`config.mk`:
```
export PLATFORM = sky130hd
export DESIGN_NAME = mem_ctrl
export DESIGN_NICKNAME = d
export VERILOG_FILES = /design/src/rtl/mem_ctrl.sv
export SDC_FILE = /design/constraint.sdc
export NUM_CORES = 1
export LEC_CHECK = 0
export BUFFER_PORTS_ARGS = -buffer_cell sky130_fd_sc_hd__buf_2
export CORE_AREA = 2 2 273 275
export CTS_CLUSTER_DIAMETER = 80
export DETAILED_ROUTE_END_ITERATION = 16
export DIE_AREA = 0 0 275 277
export PLACE_DENSITY = 0.65
export REMOVE_ABC_BUFFERS = 1
export SYNTH_ARGS = -nofsm -noshare
export SYNTH_HDL_FRONTEND = slang
export SYNTH_SLANG_ARGS = --single-unit
```
`constraint.sdc`:
```
create_clock -name clk -period 3.85 [get_ports clk]
set_input_delay 0.1925 -clock clk [delete_from_list [all_inputs] [get_ports clk]]
set_output_delay 0.1925 -clock clk [all_outputs]
set_load 0.03 [all_outputs]
```
`src/rtl/mem_ctrl.sv`:
```
// mem_ctrl: byte-serial RAM/IO controller arbitrating LSB accesses over ICache line fills.
module mem_ctrl #(
    parameter int          LINE_BYTES = 64,
    parameter logic [31:0] IO_BASE    = 32'h30000
) (
    input  logic                    clk,
    input  logic                    rst,
    input  logic                    rdy,
    input  logic                    rollback,
    input  logic [7:0]              mem_din,
    output logic [7:0]              mem_dout,
    output logic [31:0]             mem_a,
    output logic                    mem_wr,
    input  logic                    io_buffer_full,
    input  logic                    if_en,
    input  logic [31:0]             if_pc,
    output logic                    if_done,
    output logic [8*LINE_BYTES-1:0] if_data,
    input  logic                    lsb_en,
    input  logic                    lsb_wr,
    input  logic [31:0]             lsb_addr,
    input  logic [1:0]              lsb_len,
    input  logic [31:0]             lsb_w_data,
    output logic                    lsb_done,
    output logic [31:0]             lsb_r_data
);
    localparam int CW = $clog2(LINE_BYTES) + 1;
    typedef enum logic [2:0] {IDLE, IF_RD, LS_RD, LS_WR, DONE} state_t;
    state_t state;
    logic [31:0] base, wdata;
    logic [CW-1:0] last, ia, ir, ia_n;
    logic wr_q, v1, v2, hv, io_stall;
    logic [7:0] hold, din;
    assign ia_n = ia + 1'b1;
    // the byte due on the first stalled edge is parked so a stall costs exactly its length
    assign din = hv ? hold : mem_din;
    assign io_stall = io_buffer_full && base >= IO_BASE;
    assign mem_wr = wr_q && rdy && !io_stall;
    always_ff @(posedge clk) begin
        if (rst) begin
            state <= IDLE;
            base <= '0;
            wdata <= '0;
            last <= '0;
            ia <= '0;
            ir <= '0;
            wr_q <= 1'b0;
            v1 <= 1'b0;
            v2 <= 1'b0;
            hv <= 1'b0;
            hold <= '0;
            mem_a <= '0;
            mem_dout <= '0;
            if_done <= 1'b0;
            lsb_done <= 1'b0;
            if_data <= '0;
            lsb_r_data <= '0;
        end else if (!rdy) begin
            if (v2 && !hv) begin
                hold <= mem_din;
                hv <= 1'b1;
            end
        end else begin
            hv <= 1'b0;
            case (state)
                IDLE: begin
                    ia <= '0;
                    ir <= '0;
                    v1 <= 1'b0;
                    v2 <= 1'b0;
                    // a flushed load is dropped; stores are already committed
                    if (lsb_en && (lsb_wr || !rollback)) begin
                        base <= lsb_addr;
                        wdata <= lsb_w_data;
                        last <= CW'(lsb_len);
                        state <= lsb_wr ? LS_WR : LS_RD;
                        if (!lsb_wr) lsb_r_data <= '0;
                    end else if (if_en) begin
                        base <= if_pc & ~32'(LINE_BYTES - 1);
                        last <= CW'(LINE_BYTES - 1);
                        state <= IF_RD;
                    end
                end
                IF_RD, LS_RD: begin
                    if (state == LS_RD && rollback) begin
                        state <= IDLE;
                        mem_a <= '0;
                    end else begin
                        v1 <= ia <= last;
                        v2 <= v1;
                        if (ia <= last) begin
                            mem_a <= base + 32'(ia);
                            ia <= ia_n;
                        end
                        if (v2) begin
                            if (state == IF_RD) if_data[{ir[CW-2:0], 3'b000} +: 8] <= din;
                            else lsb_r_data[{ir[1:0], 3'b000} +: 8] <= din;
                            ir <= ir + 1'b1;
                            if (ir == last) begin
                                state <= DONE;
                                mem_a <= '0;
                                if_done <= state == IF_RD;
                                lsb_done <= state == LS_RD;
                            end
                        end
                    end
                end
                LS_WR: begin
                    if (!wr_q) begin
                        mem_a <= base + 32'(ia);
                        mem_dout <= wdata[{ia[1:0], 3'b000} +: 8];
                        wr_q <= 1'b1;
                    end else if (!io_stall) begin
                        if (ia == last) begin
                            wr_q <= 1'b0;
                            mem_a <= '0;
                            mem_dout <= '0;
                            lsb_done <= 1'b1;
                            state <= DONE;
                        end else begin
                            ia <= ia_n;
                            mem_a <= base + 32'(ia_n);
                            mem_dout <= wdata[{ia_n[1:0], 3'b000} +: 8];
                        end
                    end
                end
                DONE: begin
                    if_done <= 1'b0;
                    lsb_done <= 1'b0;
                    state <= IDLE;
                end
                default: state <= IDLE;
            endcase
        end
    end
endmodule

```
==> run_results.csv <==
group,metric,value,unit
power,p_leak,14.39,nW
global_route,grt_start_max_net_pins,135,
yosys,synth-seq-cells,682,
setup_path,crit_cells,12,
timing,hold_viol,0,
finish,final_layout_size_suffix_gt1_frac,0.2643,
cts,clock_latency,640,ps
place,dp.cells,4504,
drt,vias,25150,
timing,fin_worst_skew,41.10,ps
drt,via_per_inst,5.301,
timing,period_needed,3359,ps
yosys,synth-main-ff-cell,"dfxtp_1",
drt,wirelength,98.61,mm
power,total_power,15.95,mW
power,power_switching,4.019,mW
setup_path,critPathCaptureType,"register",
timing,slew_headroom,0.2032,
yosys,netlist_instances,2996,
hold_path,hold_path_class,"primary input to register",
cts,root_buffer,"clkbuf_16",
floorplan,initial_core_util,0.3665,
floorplan,io_pins,701,
finish,synthToLayoutAreaGrowth,30.71,%
yosys,syn-mean-instance-area,9.001,µm²
drt,first_iter_violations,2071,
finish,multi_input_comb_area,0.01231,mm²
cts,cts_setup_buffers,0,
place,portBuffers,694,
setup_path,cp_max_fo,21,
timing,drv_slew,0,
power,p_comb_frac,0.081,
global_route,met2_usage,0.3851,
yosys,synth_top_area_share,0.5063,
setup_path,r2r_end,"mem_a[18]",
setup_path,cp_slowest_stage_delay,620,ps
power,p_seq_frac,0.455,
drt,drt_first_pass_iters,8,
yosys,ys_types,80,
finish,nets,3858,
cts,htree_levels,3,
timing,min_period_over_period,0.8724,
power,vdd_drop_max,0.3780,mV
cts,cts_buffer_depth,3,
global_route,grt_pass1_vias,23410,
yosys,synth-edff-count,0,
status,outcome,"finished clean",
yosys,yosysSeqAreaShare,0.5063,
setup_path,reg2reg_slack,490,ps
place,gp_congestion,0.9173,
global_route,grt_pass1_wl,146.2,mm
floorplan,num_rows,100,
setup_path,path_class,"register to register",
timing,fmax,297.7,MHz
setup_path,cp_top_family,"compound AO/OA/AOI/OAI gates",
place,place.detailed.hpwl,67.73,mm
setup_path,rr_startpoint,"ia[0]",
setup_path,required,4360,ps
yosys,synth-async-reset-ratio,0,
hold_path,hold_path_depth,5,
global_route,top_usage_layer,"met2",
global_route,grt_antenna_before_repair,6,
power,intPower,11.93,mW
cts,cts_resized,0,
drt,wire_per_inst,20.78,µm
global_route,grt.overflow.total,0,
setup_path,r2r_cells,12,
cts,tritoncts,"yes",
timing,tightest_slew,1189,ps
floorplan,dieHeight,277,µm
cts,cts_buffers,75,
setup_path,worst_path_max_delay_cell,"o211ai_1",
setup_path,startpoint_type,"register",
finish,final.fill_count,6983,
yosys,ys_warn_count,0,
power,sw_frac_of_total,0.2520,
yosys,netlist_area,0.02697,mm²
drt,drc,0,
setup_path,cp.arrival,3870,ps
drt,ant_nets,0,
yosys,yosys.area.top_type,"dfxtp_1",
cts,clock_sinks,682,
global_route,grt_usage,0.2484,
setup_path,crit_buf_inv,1,
timing,grt_setup_unrepaired,"false",
setup_path,startpoint,"ia[0]",
floorplan,die_area,0.07618,mm²
setup_path,cp-endpoint,"mem_a[18]",
global_route,grtUsageMet3,0.05515,
global_route,grtUsageMet1,0.3253,
floorplan,coreArea,0.07357,mm²
floorplan,die_w,275,µm
finish,regArea,0.01365,mm²
setup_path,path_cells,"buf_4 > nand3_1 > nor2_1 > xnor2_1 > ha_1 > a21o_1 > a21o_1 > o211ai_1 > nor3_1 > a22o_1 > o21ai_0 > o21ai_0",
cts,clkTransAtPathRegs,60,ps
yosys,synth_area_leaders,"dfxtp_1 51%, a211oi_1 12%, nor2_1 10%",
flow_run,drv_cap,0,
cts,cts_hold_buf,103,
power,clkPwrFrac,0.464,
power,power_density,452.5,mW/mm²
timing,setup_violations,0,
finish,stdcell_count,4745,
[metal layers]
metal	up-vias	part of all wire
met4	0	0.048
met3	228	0.073
met2	965	0.45
li1	12170	-
met5	-	0
met1	11790	0.43
[registers in the layout (all words and copies together) (netlist names)]
signal      cells
v1              1
if_done         1
ia              7
ir              7
wdata          32
if_data       512
mem_dout        8
hold            8
hv              1
wr_q            1
lsb_done        1
base           32
lsb_r_data     32
last            3
state           3
mem_a          32
v2              1
[power groups by stage]
stage	sequential (mW)	clock, mW	combinational (mW)
6_report	7.25	7.40	1.30
4_1_cts	7.25	7.52	1.28
2_1_floorplan	7.40	0	0.589
3_3_place_gp	7.40	0	1.16
3_5_place_dp	7.40	0	1.17
5_1_grt	7.26	7.81	1.41
[worst reg2reg max path, cell delays in order (launching register included)]
cell and delay, ps:
dfxtp_1 350, buf_4 320, nand3_1 170, nor2_1 160
xnor2_1 210, ha_1 320, a21o_1 200, a21o_1 210
o211ai_1 620, nor3_1 180, a22o_1 290, o21ai_0 130
o21ai_0 90
[synthesized netlist by cell type (8+ instances only)]
cell type	instances
a211oi_1	427
a21oi_1	113
a22oi_1	29
a311oi_1	27
a32oi_1	18
buf_2	34
clkbuf_1	215
dfxtp_1	682
ha_1	27
inv_1	18
mux2_2	8
mux2i_1	101
mux4_2	16
nand2_1	149
nand2b_1	15
nand3_1	45
nand4_1	24
nor2_1	728
nor2b_1	8
nor3_1	31
nor4_1	27
o211ai_1	15
o21ai_0	37
or2_2	14
or3_1	13
xnor2_1	8
xor2_1	19
[metrics by stage]
step	hold slack, ps	setup TNS [ps]	worst slack [ps]	cell area [µm²]	util
finish	56.32	0	491.2	35250	0.4791
global route	67.17	0	219.1	35250	0.4791
CTS	11.99	0	526.1	35240	0.4789
detailed placement	434.6	0	562.1	31640	0.4301
global placement	425.3	0	605.6	31640	0.4301
floorplan	261.6	-34780	-130.9	25900	-
[cell families after synthesis]
logic type	share of synthesized area
DFF	0.5063
muxes	0.05419
and+or+nand+nor	0.1745
buffers and inverters	0.04236
adders and majority gates	0.01401
xor gates and xnor gates	0.008770
AOI/OAI and AO/OA	0.1999
[cells in the final DEF (no fill, tap or decap), types with 16 or more instances in the layout]
master and instances:
buf_2 693, nand2_1 149, buf_4 97, ha_1 27, nor2_1 727, nand4_1 24, xor2_1 19, a22oi_1 29
a311oi_1 27, nor3_1 31, nand3_1 45, dfxtp_1 682, mux2i_1 93, clkbuf_16 75, a32oi_1 18, o21ai_0 37
a21oi_1 112, inv_1 18, dlygate4sd3_1 103, mux4_2 16, a211oi_1 427, nor4_1 27
[final cells by class]
cell class / instances / share of cell area
clock buffer: 103 / 0.06049
inverter: 21 / 0.002236
sequential: 682 / 0.3874
tap: 969 / 0.03440
multi-input combinational: 2032 / 0.3492
clock inverter: 31 / 0.01221
timing repair buffer: 903 / 0.1539
antenna: 4 / 0.0002840
[how the worst min path moves through the flow]
stage                         startpoint         to
after floorplan                      rst      ia[1]
after global placement     lsb_w_data[9]   wdata[9]
after detailed placement  lsb_w_data[10]  wdata[10]
after CTS                         lsb_wr   state[0]
after global routing              lsb_wr   state[0]
final                             lsb_wr   state[0]
No activity file was read; power rests on OpenSTA's default activity.
